`config.mk`:
```
export PLATFORM = sky130hd
export DESIGN_NAME = debounced_input_pio
export DESIGN_NICKNAME = d
export VERILOG_FILES = /design/src/rtl/debounced_input_pio_pkg.sv /design/src/rtl/debounced_input_pio_debounce_channel.sv /design/src/rtl/debounced_input_pio.sv
export SDC_FILE = /design/constraint.sdc
export NUM_CORES = 1
export LEC_CHECK = 0
export ABC_CLOCK_PERIOD_IN_PS = 3200
export CAP_MARGIN = 20
export CORE_UTILIZATION = 35
export DETAILED_ROUTE_END_ITERATION = 10
export PLACE_DENSITY_LB_ADDON = 0.3
export SETUP_SLACK_MARGIN = 0.1
export SLEW_MARGIN = 20
export SYNTH_ARGS = -nofsm -noshare
export SYNTH_HDL_FRONTEND = slang
export SYNTH_SLANG_ARGS = --single-unit
```
`constraint.sdc`:
```
create_clock -name clk -period 3.2 [get_ports clk]
set_input_delay 0.32 -clock clk [delete_from_list [all_inputs] [get_ports clk]]
set_output_delay 0.32 -clock clk [all_outputs]
set_load 0.02 [all_outputs]
```
`src/rtl/debounced_input_pio_pkg.sv`:
```
// Shared constants for the debounced input port: register addresses and edge polarity encodings.
package debounced_input_pio_pkg;

  localparam logic [1:0] ADDR_DATA     = 2'd0;
  localparam logic [1:0] ADDR_MASK     = 2'd1;
  localparam logic [1:0] ADDR_CAPTURE  = 2'd2;
  localparam logic [1:0] ADDR_EDGE_POL = 2'd3;

  localparam logic EDGE_FALLING = 1'b0;
  localparam logic EDGE_RISING  = 1'b1;

endpackage

```
`src/rtl/debounced_input_pio_debounce_channel.sv`:
```
// One input channel: two-flop synchroniser, debounce counter and accepted (stable) level.
// rise/fall pulse on the same edge that stable takes the new level.
module debounce_channel
  import debounced_input_pio_pkg::*;
#(
  parameter int   DEBOUNCE_CYCLES = 50000,
  parameter logic RESET_LEVEL     = 1'b1
) (
  input  logic clk,
  input  logic reset_n,
  input  logic in_pin,
  output logic stable,
  output logic rise,
  output logic fall
);

  localparam int CW = $clog2(DEBOUNCE_CYCLES + 1);
  localparam logic [CW-1:0] CNT_LAST = CW'(DEBOUNCE_CYCLES - 1);

  logic [1:0]    sync;
  logic [CW-1:0] cnt;
  logic          in_sync;
  logic          accept;

  assign in_sync = sync[1];
  assign accept  = (in_sync != stable) && (cnt == CNT_LAST);
  assign rise    = accept & in_sync;
  assign fall    = accept & ~in_sync;

  always_ff @(posedge clk) begin
    if (!reset_n) begin
      sync   <= {2{RESET_LEVEL}};
      stable <= RESET_LEVEL;
      cnt    <= '0;
    end else begin
      sync <= {sync[0], in_pin};
      // any return to the accepted level restarts the count
      if (in_sync == stable) begin
        cnt <= '0;
      end else if (cnt == CNT_LAST) begin
        stable <= in_sync;
        cnt    <= '0;
      end else begin
        cnt <= cnt + CW'(1);
      end
    end
  end

endmodule

```
`src/rtl/debounced_input_pio.sv`:
```
// Debounced, interrupt-capable parallel input port on an Avalon-MM slave.
// DEBOUNCED_INPUT_PIO_IRQ_EN enables the MASK register and irq; otherwise MASK reads 0 and irq is 0.
module debounced_input_pio
  import debounced_input_pio_pkg::*;
#(
  parameter int   WIDTH           = 4,
  parameter int   DEBOUNCE_CYCLES = 50000,
  parameter logic RESET_LEVEL     = 1'b1
) (
  input  logic             clk,
  input  logic             reset_n,
  input  logic [WIDTH-1:0] in_pins,
  input  logic [1:0]       address,
  input  logic             chipselect,
  input  logic             read,
  input  logic             write,
  input  logic [31:0]      writedata,
  output logic [31:0]      readdata,
  output logic             irq
);

  logic [WIDTH-1:0] data;
  logic [WIDTH-1:0] rise;
  logic [WIDTH-1:0] fall;
  logic [WIDTH-1:0] events;
  logic [WIDTH-1:0] capture;
  logic [WIDTH-1:0] edge_pol;
  logic [WIDTH-1:0] mask;
  logic [WIDTH-1:0] clear_mask;
  logic [31:0]      rd_mux;
  logic             bus_write;
  logic             bus_read;
  logic             unused_wdata;

  assign bus_write    = chipselect & write;
  assign bus_read     = chipselect & read;
  assign unused_wdata = ^writedata;

  for (genvar i = 0; i < WIDTH; i++) begin : g_chan
    debounce_channel #(
      .DEBOUNCE_CYCLES(DEBOUNCE_CYCLES),
      .RESET_LEVEL    (RESET_LEVEL)
    ) u_chan (
      .clk    (clk),
      .reset_n(reset_n),
      .in_pin (in_pins[i]),
      .stable (data[i]),
      .rise   (rise[i]),
      .fall   (fall[i])
    );
  end

  always_comb begin
    events = '0;
    for (int i = 0; i < WIDTH; i++) begin
      events[i] = (edge_pol[i] == EDGE_RISING) ? rise[i] : fall[i];
    end
  end

  assign clear_mask = (bus_write && address == ADDR_CAPTURE) ? writedata[WIDTH-1:0] : '0;

  // events are ORed in after the clear so a same-cycle set wins
  always_ff @(posedge clk) begin
    if (!reset_n) begin
      capture  <= '0;
      edge_pol <= '0;
    end else begin
      capture <= (capture & ~clear_mask) | events;
      if (bus_write && address == ADDR_EDGE_POL) edge_pol <= writedata[WIDTH-1:0];
    end
  end

`ifdef DEBOUNCED_INPUT_PIO_IRQ_EN
  always_ff @(posedge clk) begin
    if (!reset_n) begin
      mask <= '0;
    end else if (bus_write && address == ADDR_MASK) begin
      mask <= writedata[WIDTH-1:0];
    end
  end

  assign irq = |(capture & mask);
`else
  assign mask = '0;
  assign irq  = 1'b0;
`endif

  always_comb begin
    rd_mux = '0;
    case (address)
      ADDR_DATA:     rd_mux[WIDTH-1:0] = data;
      ADDR_MASK:     rd_mux[WIDTH-1:0] = mask;
      ADDR_CAPTURE:  rd_mux[WIDTH-1:0] = capture;
      ADDR_EDGE_POL: rd_mux[WIDTH-1:0] = edge_pol;
    endcase
  end

  always_ff @(posedge clk) begin
    if (!reset_n) begin
      readdata <= '0;
    end else if (bus_read) begin
      readdata <= rd_mux;
    end
  end

endmodule
```
; ---- Word-level counts from Yosys, hierarchy flattened
; Index checks and enable logic that the tools add are counted.
[word_totals]
register_bits = 88
in_bits = 43
output_inout_bits = 33
wordCells = 77
[op_classes]
addsub = 4
eq_ne = 15
n_mux = 6
bitwise_logic = 22
reduce_logical = 15
[op_table]
columns = op, n
row1 = "adder 16 x 1 -> 16 bit, second input constant", 4
row2 = "== test 16 bit, second input constant", 4
row3 = one-hot mux 4 bit (4 select lines), 1
row4 = OR reduction 3 bit, 4
row5 = bitwise AND 1 bit, 10
row6 = NOT 1 bit, 9
row7 = AND reduction 2 bit, 4
row8 = logical AND 1 bit, 6
row9 = bitwise AND 4 bit, 1
row10 = == test 1 bit, 4
row11 = "== test 2 bit, second input constant", 2
row12 = two-way mux 1 bit, 4
row13 = two-way mux 4 bit, 1
row14 = inequality test 1 bit, 4
row15 = NOT 4 bit, 1
row16 = OR 4 bit, 1
row17 = "== test 2 x 1 -> 1 bit, second input constant", 1
row18 = logical NOT 2 bit, 1

; ---- Logic depth before layout (Yosys ltp)
[depth]
depth_word = 6
ltp_mapped = 6
ltp_nobuf = 5

; ---- Cells and area by module
; Synthesis repeated with hierarchy kept, for this count alone.
[unflattened]
cells_unflattened = 465
hier_area_um2 = 4292.9
[by_module_without_submodules]
columns = mod, instances, cells_per_inst, area_per_inst_um2, seq_area_each_um2
row1 = debounce_channel, 4, 93, 865.8, 380.4
row2 = debounced_input_pio, 1, 93, 829.5, 240.2

; ---- Worst setup path after synthesis
; No wires, ideal clock.
[synth_timing]
kind = reg-to-reg
start = register g_chan[0].u_chan.cnt[7]
end = register g_chan[0].u_chan.cnt[12]
setup_time_ps = 115
arrival_time_ps = 1670
t_required_ps = 3085
path_slack_ps = 1416
stages_incl_launch_ff = 6
synth_period_minus_slack_ps = 1784
path_cell_list = dfxtp_1 > or4_1 > or4_4 > nand3_4 > buf_8 > nor2_1
[synth_via]
elab_chain_cells = 2
[synth_lines]
columns = item, line_no
row1 = start: declaration, debounced_input_pio_debounce_channel.sv:21  ; logic [CW-1:0] cnt;
row2 = start signal: assignment, debounced_input_pio_debounce_channel.sv:44  ; cnt <= cnt + CW'(1);
row3 = branches (longest 2 deep; another with adder 16 x 1 -> 16 bit), -
; Parallel ways; which one is timed is not known.
; A chain may end at the register's enable or synchronous reset.

; ---- Worst setup path after layout
[layout_timing]
start = register g_chan[1].u_chan.cnt[0]
end = register g_chan[1].u_chan.cnt[12]
[layout_via]
elab_chain_cells = 2
[layout_lines]
columns = item, line_no
row1 = start: declaration, debounced_input_pio_debounce_channel.sv:21
row2 = start signal: assignment, debounced_input_pio_debounce_channel.sv:44
row3 = branches (longest 2 deep; another with adder 16 x 1 -> 16 bit), -
; Parallel ways; which one is timed is not known.

==> reports/metrics.cfg <==
[outcome]
status = finished, final reports clean

[setup_path]
crit_cells = 5
cp_cell_sequence = ha_1 > and3_1 > nand4_1 > nand3_1 > nor2_1
arrival_ns = 2.03
cp_top_family = simple AND/OR/NAND/NOR gates
critPathSlowestCell = nand3_1
start_kind = flip-flop
cp_max_fo = 16
crit_buf_inv = 0
critPathRequiredTime_ns = 3.40
endpoint_kind = flip-flop
ff2ff_path_depth = 5
cpPeakStageDelay_ns = 0.54
crit_type = reg -> reg

[clock_tree]
tritoncts = yes
numCtsBuffers = 9
cts_hold_buf = 0
cts_htree_levels = 3
clock_path_buffers = 2
ctsResizeCount = 0
clock_sinks = 88
cts_setup_buffers = 0
path_clk_slew_ns = 0.06
clk_latency_ns = 0.33
cts_root_buffer = clkbuf_16

[detailed_routing]
ant_nets = 0
drc_errors = 0
routed_wl_mm = 7.21
drtPass1Iterations = 4
drt_iter0_drc = 47
vias_per_cell = 4.76
vias = 2983
routedWlPerCell_um = 11.5

[grt]
antenna_found_initial = 0
grt-ovfl-total = 0
grt_max_degree = 17
grt_pass1_wl_mm = 12.5
grt.total_usage_pct = 13.2
first_global_vias = 2807

[synthesis]
synthFlopType = dfxtp_1
ys_seq_elements = 88
seq_area_frac_synth_pct = 43.3
synth_cells = 460
synth-edff-count = 0
synth.avg_cell_area_um2 = 8.85
ys_warn_count = 0
yosysUniqueCellTypes = 36
async_flop_share_pct = 0
netlist_area_um2 = 4070

[timing]
slew_violations = 0
max_freq_mhz = 547
layout_setup_ws_ns = 1.37
fin_setup_tns_ns = 0
worst_pin_slew_ns = 0.618
slew_headroom_pct = 58.7
rsz0062_at_grt = no
hold_viol_final = 0
finClkSkew_ns = 0.00749
period_share_pct = 57.1
final-setup-viol-count = 0
period_needed_ns = 1.83

[worst_hold_path]
hold_path_class = reg -> reg
whs_path_depth = 1

[floorplanning]
core_area_um2 = 11400
floorplan.rows = 39
dieArea_um2 = 12100
ioPinCount = 76
fp.dieW_um = 110
die_h_um = 110
start_util_pct = 35.8

[place]
routabilityCongestion = 0.771
place_ws_ns = 1.21
hpwlAfterDp_mm = 5.15
port_buffers = 18
dp.cells = 611

[power_and_ir_drop]
peakVddDrop_mv = 0.253
powerDensity_nw_per_um2 = 485
power.total_w = 0.00222
p_leak_nw = 1.54

[cells_and_area]
fillers = 1153
area_growth_pct = 12.3
n_antenna_cell = 0
final_nets = 526
instances_no_fill = 627
drive_gt1_share_pct = 4.34
utilization_pct = 40.2

[job]
max_cap_viol_count = 0

[flip-flops by register name, summed over array words and instances (netlist names)]
signal	flops
readdata	4
g_chan.u_chan.cnt	64
edge_pol	4
g_chan.u_chan.stable	4
capture	4
g_chan.u_chan.sync	8
[synthesized netlist by cell type (7+ instances only)]
cell type   n  area (um^2)
and3_1      7         43.8
nor2_1     68          255
nand2b_1   10         62.6
xnor2_1    28          245
nand3_1    24          120
nand2_1    23         86.3
dfxtp_1    88         1760
mux2i_1     9         90.1
a21oi_1    11         55.1
clkbuf_1   10         37.5
inv_1      13         48.8
nand4_1    21          131
nor4_1     12         75.1
nor3_1      8         40.0
and2_1     10         62.6
buf_4      29          218
nor2b_1     9         56.3
xor2_1     27          236
o21ai_0    16         80.1
[through the flow]
| step | hold WS, ns | instance area (um^2) |
|---|---|---|
| 6_report | 0.409 | 4570 |
| 5_1_grt | 0.425 | 4570 |
| 4_1_cts | 0.411 | 4570 |
| 3_5_place_dp | 0.391 | 4280 |
| 3_3_place_gp | 0.393 | 4280 |
| 2_1_floorplan | 0.386 | 4180 |
[cell families (layout without fill, tap and decap cells)]
| family | count (synthesis) | count (layout) | synth area share [%] |
|---|---|---|---|
| other cells | 1 | 29 | 0.0921 |
| fa+ha+maj | 4 | 4 | 1.23 |
| xor+xnor | 55 | 55 | 11.8 |
| flops | 88 | 88 | 43.3 |
| mux | 9 | 9 | 2.21 |
| compound gates | 31 | 31 | 4.18 |
| simple gates | 219 | 219 | 29.4 |
| buf+inv | 53 | 49 | 7.83 |
[where the power goes]
part           leakage (nW)  switching [W]  internal (W)
sequential            0.711     0.00000618       0.00110
clock                 0.143       0.000409      0.000605
combinational         0.687      0.0000611     0.0000344
[routing by layer]
layer	part of all wire (%)	wire length, um	vias to the layer above	global-route usage, %
li1	-	-	1550	-
met1	48	3420	1383	15.8
met4	1.5	109	0	5.24
met5	0	0	-	0
met3	2.7	192	9	3.08
met2	48	3480	41	22.7
[cells in the final DEF, fill, tap and decap left out, types with 5 or more instances in the layout]
| master | instances |
|---|---|
| nand4_1 | 21 |
| nor3_1 | 8 |
| nor2b_1 | 9 |
| and4_1 | 5 |
| clkdlybuf4s50_1 | 18 |
| conb_1 | 29 |
| nand2b_1 | 10 |
| and2_1 | 10 |
| xnor2_1 | 28 |
| nor2_1 | 68 |
| a21oi_1 | 11 |
| o21ai_0 | 16 |
| xor2_1 | 27 |
| nand3_1 | 24 |
| and3_1 | 7 |
| nor4_1 | 12 |
| clkbuf_16 | 9 |
| dfxtp_1 | 88 |
| inv_1 | 13 |
| nand2_1 | 23 |
| mux2i_1 | 9 |
[final timing paths]
path                                   end                      from  slack (ns)
setup / recovery  g_chan[1].u_chan.cnt[12]   g_chan[1].u_chan.cnt[0]        1.37
hold / removal    g_chan[2].u_chan.sync[1]  g_chan[2].u_chan.sync[0]        0.41
setup reg to reg  g_chan[1].u_chan.cnt[12]   g_chan[1].u_chan.cnt[0]        1.37
hold reg to reg   g_chan[2].u_chan.sync[1]  g_chan[2].u_chan.sync[0]        0.41
[area by class of cell]
class / instances / area, um^2 / area share, %
timing repair buffer: 20 / 195 / 4.27
inverter: 13 / 48.8 / 1.07
sequential: 88 / 1760 / 38.5
clock inverter: 5 / 57.6 / 1.26
multi-input combinational: 347 / 2100 / 45.9
clock buffer: 11 / 233 / 5.09
tap: 143 / 179 / 3.91
(Power assumes the default switching activity.)
==> edit, RTL diff (same flow settings) <==
The parameter `WIDTH` goes from 4 to 5.
--- a/src/rtl/debounced_input_pio.sv
+++ b/src/rtl/debounced_input_pio.sv
@@ -3,7 +3,7 @@
 module debounced_input_pio
   import debounced_input_pio_pkg::*;
 #(
-  parameter int   WIDTH           = 4,
+  parameter int   WIDTH           = 5,
   parameter int   DEBOUNCE_CYCLES = 50000,
   parameter logic RESET_LEVEL     = 1'b1
 ) (
Interface: changed (resized in_pins); port bits go from 76 to 77. The function was not compared with the original's and may differ.
==> edit against the original RTL <==
Synthesized area is 22% higher. Final area rose by 21%. Combinational power up 24%. Worst setup slack worse by 0.32 ns. Sequential cell count rose by 22. Power increased by 16%. Wire length increased by 23%.
==> edit: results (changes against the original RTL) <==
.. list-table::
   :header-rows: 1

   * - Metric
     - Value
   * - Post-synthesis adder-cell area fraction
     - 1.260% (+0.031 points)
   * - Worst hold margin
     - 0.3992 ns (-0.01011 ns)
   * - Worst Min Path Start
     - g_chan[3].u_chan.sync[0]
   * - Peak supply drop
     - 0.0002523 V (-0.26%)
   * - Largest cells by area after synthesis
     - dfxtp_1 44%, xnor2_1 11%, nor2_1 8.1%
   * - Cell at the slowest stage of the critical path
     - nor3_1
   * - Wire length on met3
     - 332 um (+73%)
   * - Fill count
     - 1,391 (+21%)
   * - DRT Wirelength
     - 8831 um (+23%)
   * - Final RePlAce weighted congestion
     - 0.7889 (+2.3%)
   * - Met1 usage in global routing
     - 16.98% (+1.2 points)
   * - Largest net degree at the start of global routing
     - 22 (+5)
   * - Setup clock skew after layout
     - 0.007089 ns (-0.0004041 ns)
   * - Flip-flop and latch count after synthesis
     - 110 (+25%)
   * - DPL Wire Length
     - 6133 um (+19%)
   * - Standby leakage power
     - 0.001749 uW (+13%)
   * - Invs w/o clock
     - 20 (+7)
   * - Biggest fanout along the worst timing path
     - 15 (-1)
   * - Global Route Usage Sum
     - 12.88% (-0.32 points)
   * - Met3 Usage GRT
     - 4.088% (+1.0 points)
   * - Wire length of the first global-routing pass
     - 15,150 um (+21%)
   * - Count of nets after finishing
     - 630 (+20%)
   * - Outcome
     - completed
   * - Cells after Synth
     - 562 (+22%)
   * - Data arrival at the endpoint of the critical path
     - 2.36 ns (+0.33 ns)
   * - Global-route track usage on met2
     - 19.75% (-2.9 points)
   * - Layout cell share with drive strength beyond 1
     - 3.754% (-0.58 points)
   * - CP max stage delay
     - 0.59 ns (+0.05 ns)
==> edit: where the power goes <==
part           internal, uW  switching (uW)  leakage [uW]
logic                  43.1            75.2      0.000714
clock network           571             489      0.000146
registers              1380            8.40      0.000890
total                  2000             573       0.00175
==> edit: worst max-delay path: cells and delay by family, from the launching register on <==
| family | cells | cell delay [ns] |
|---|---|---|
| adders and majority gates | 1 | 0.19 |
| DFF | 1 | 0.37 |
| AOI/OAI and AO/OA | 1 | 0.50 |
| and+or+nand+nor | 3 | 0.95 |
==> edit: through the flow <==
| stage | instance area, um2 | worst slack (ns) |
|---|---|---|
| 5_1_grt | 5512 | 0.8801 |
| 3_5_place_dp | 5226 | 1.047 |
| 2_1_floorplan | 5066 | 1.420 |
| 4_1_cts | 5512 | 1.045 |
| 3_3_place_gp | 5226 | 1.120 |
| 6_report | 5512 | 1.051 |
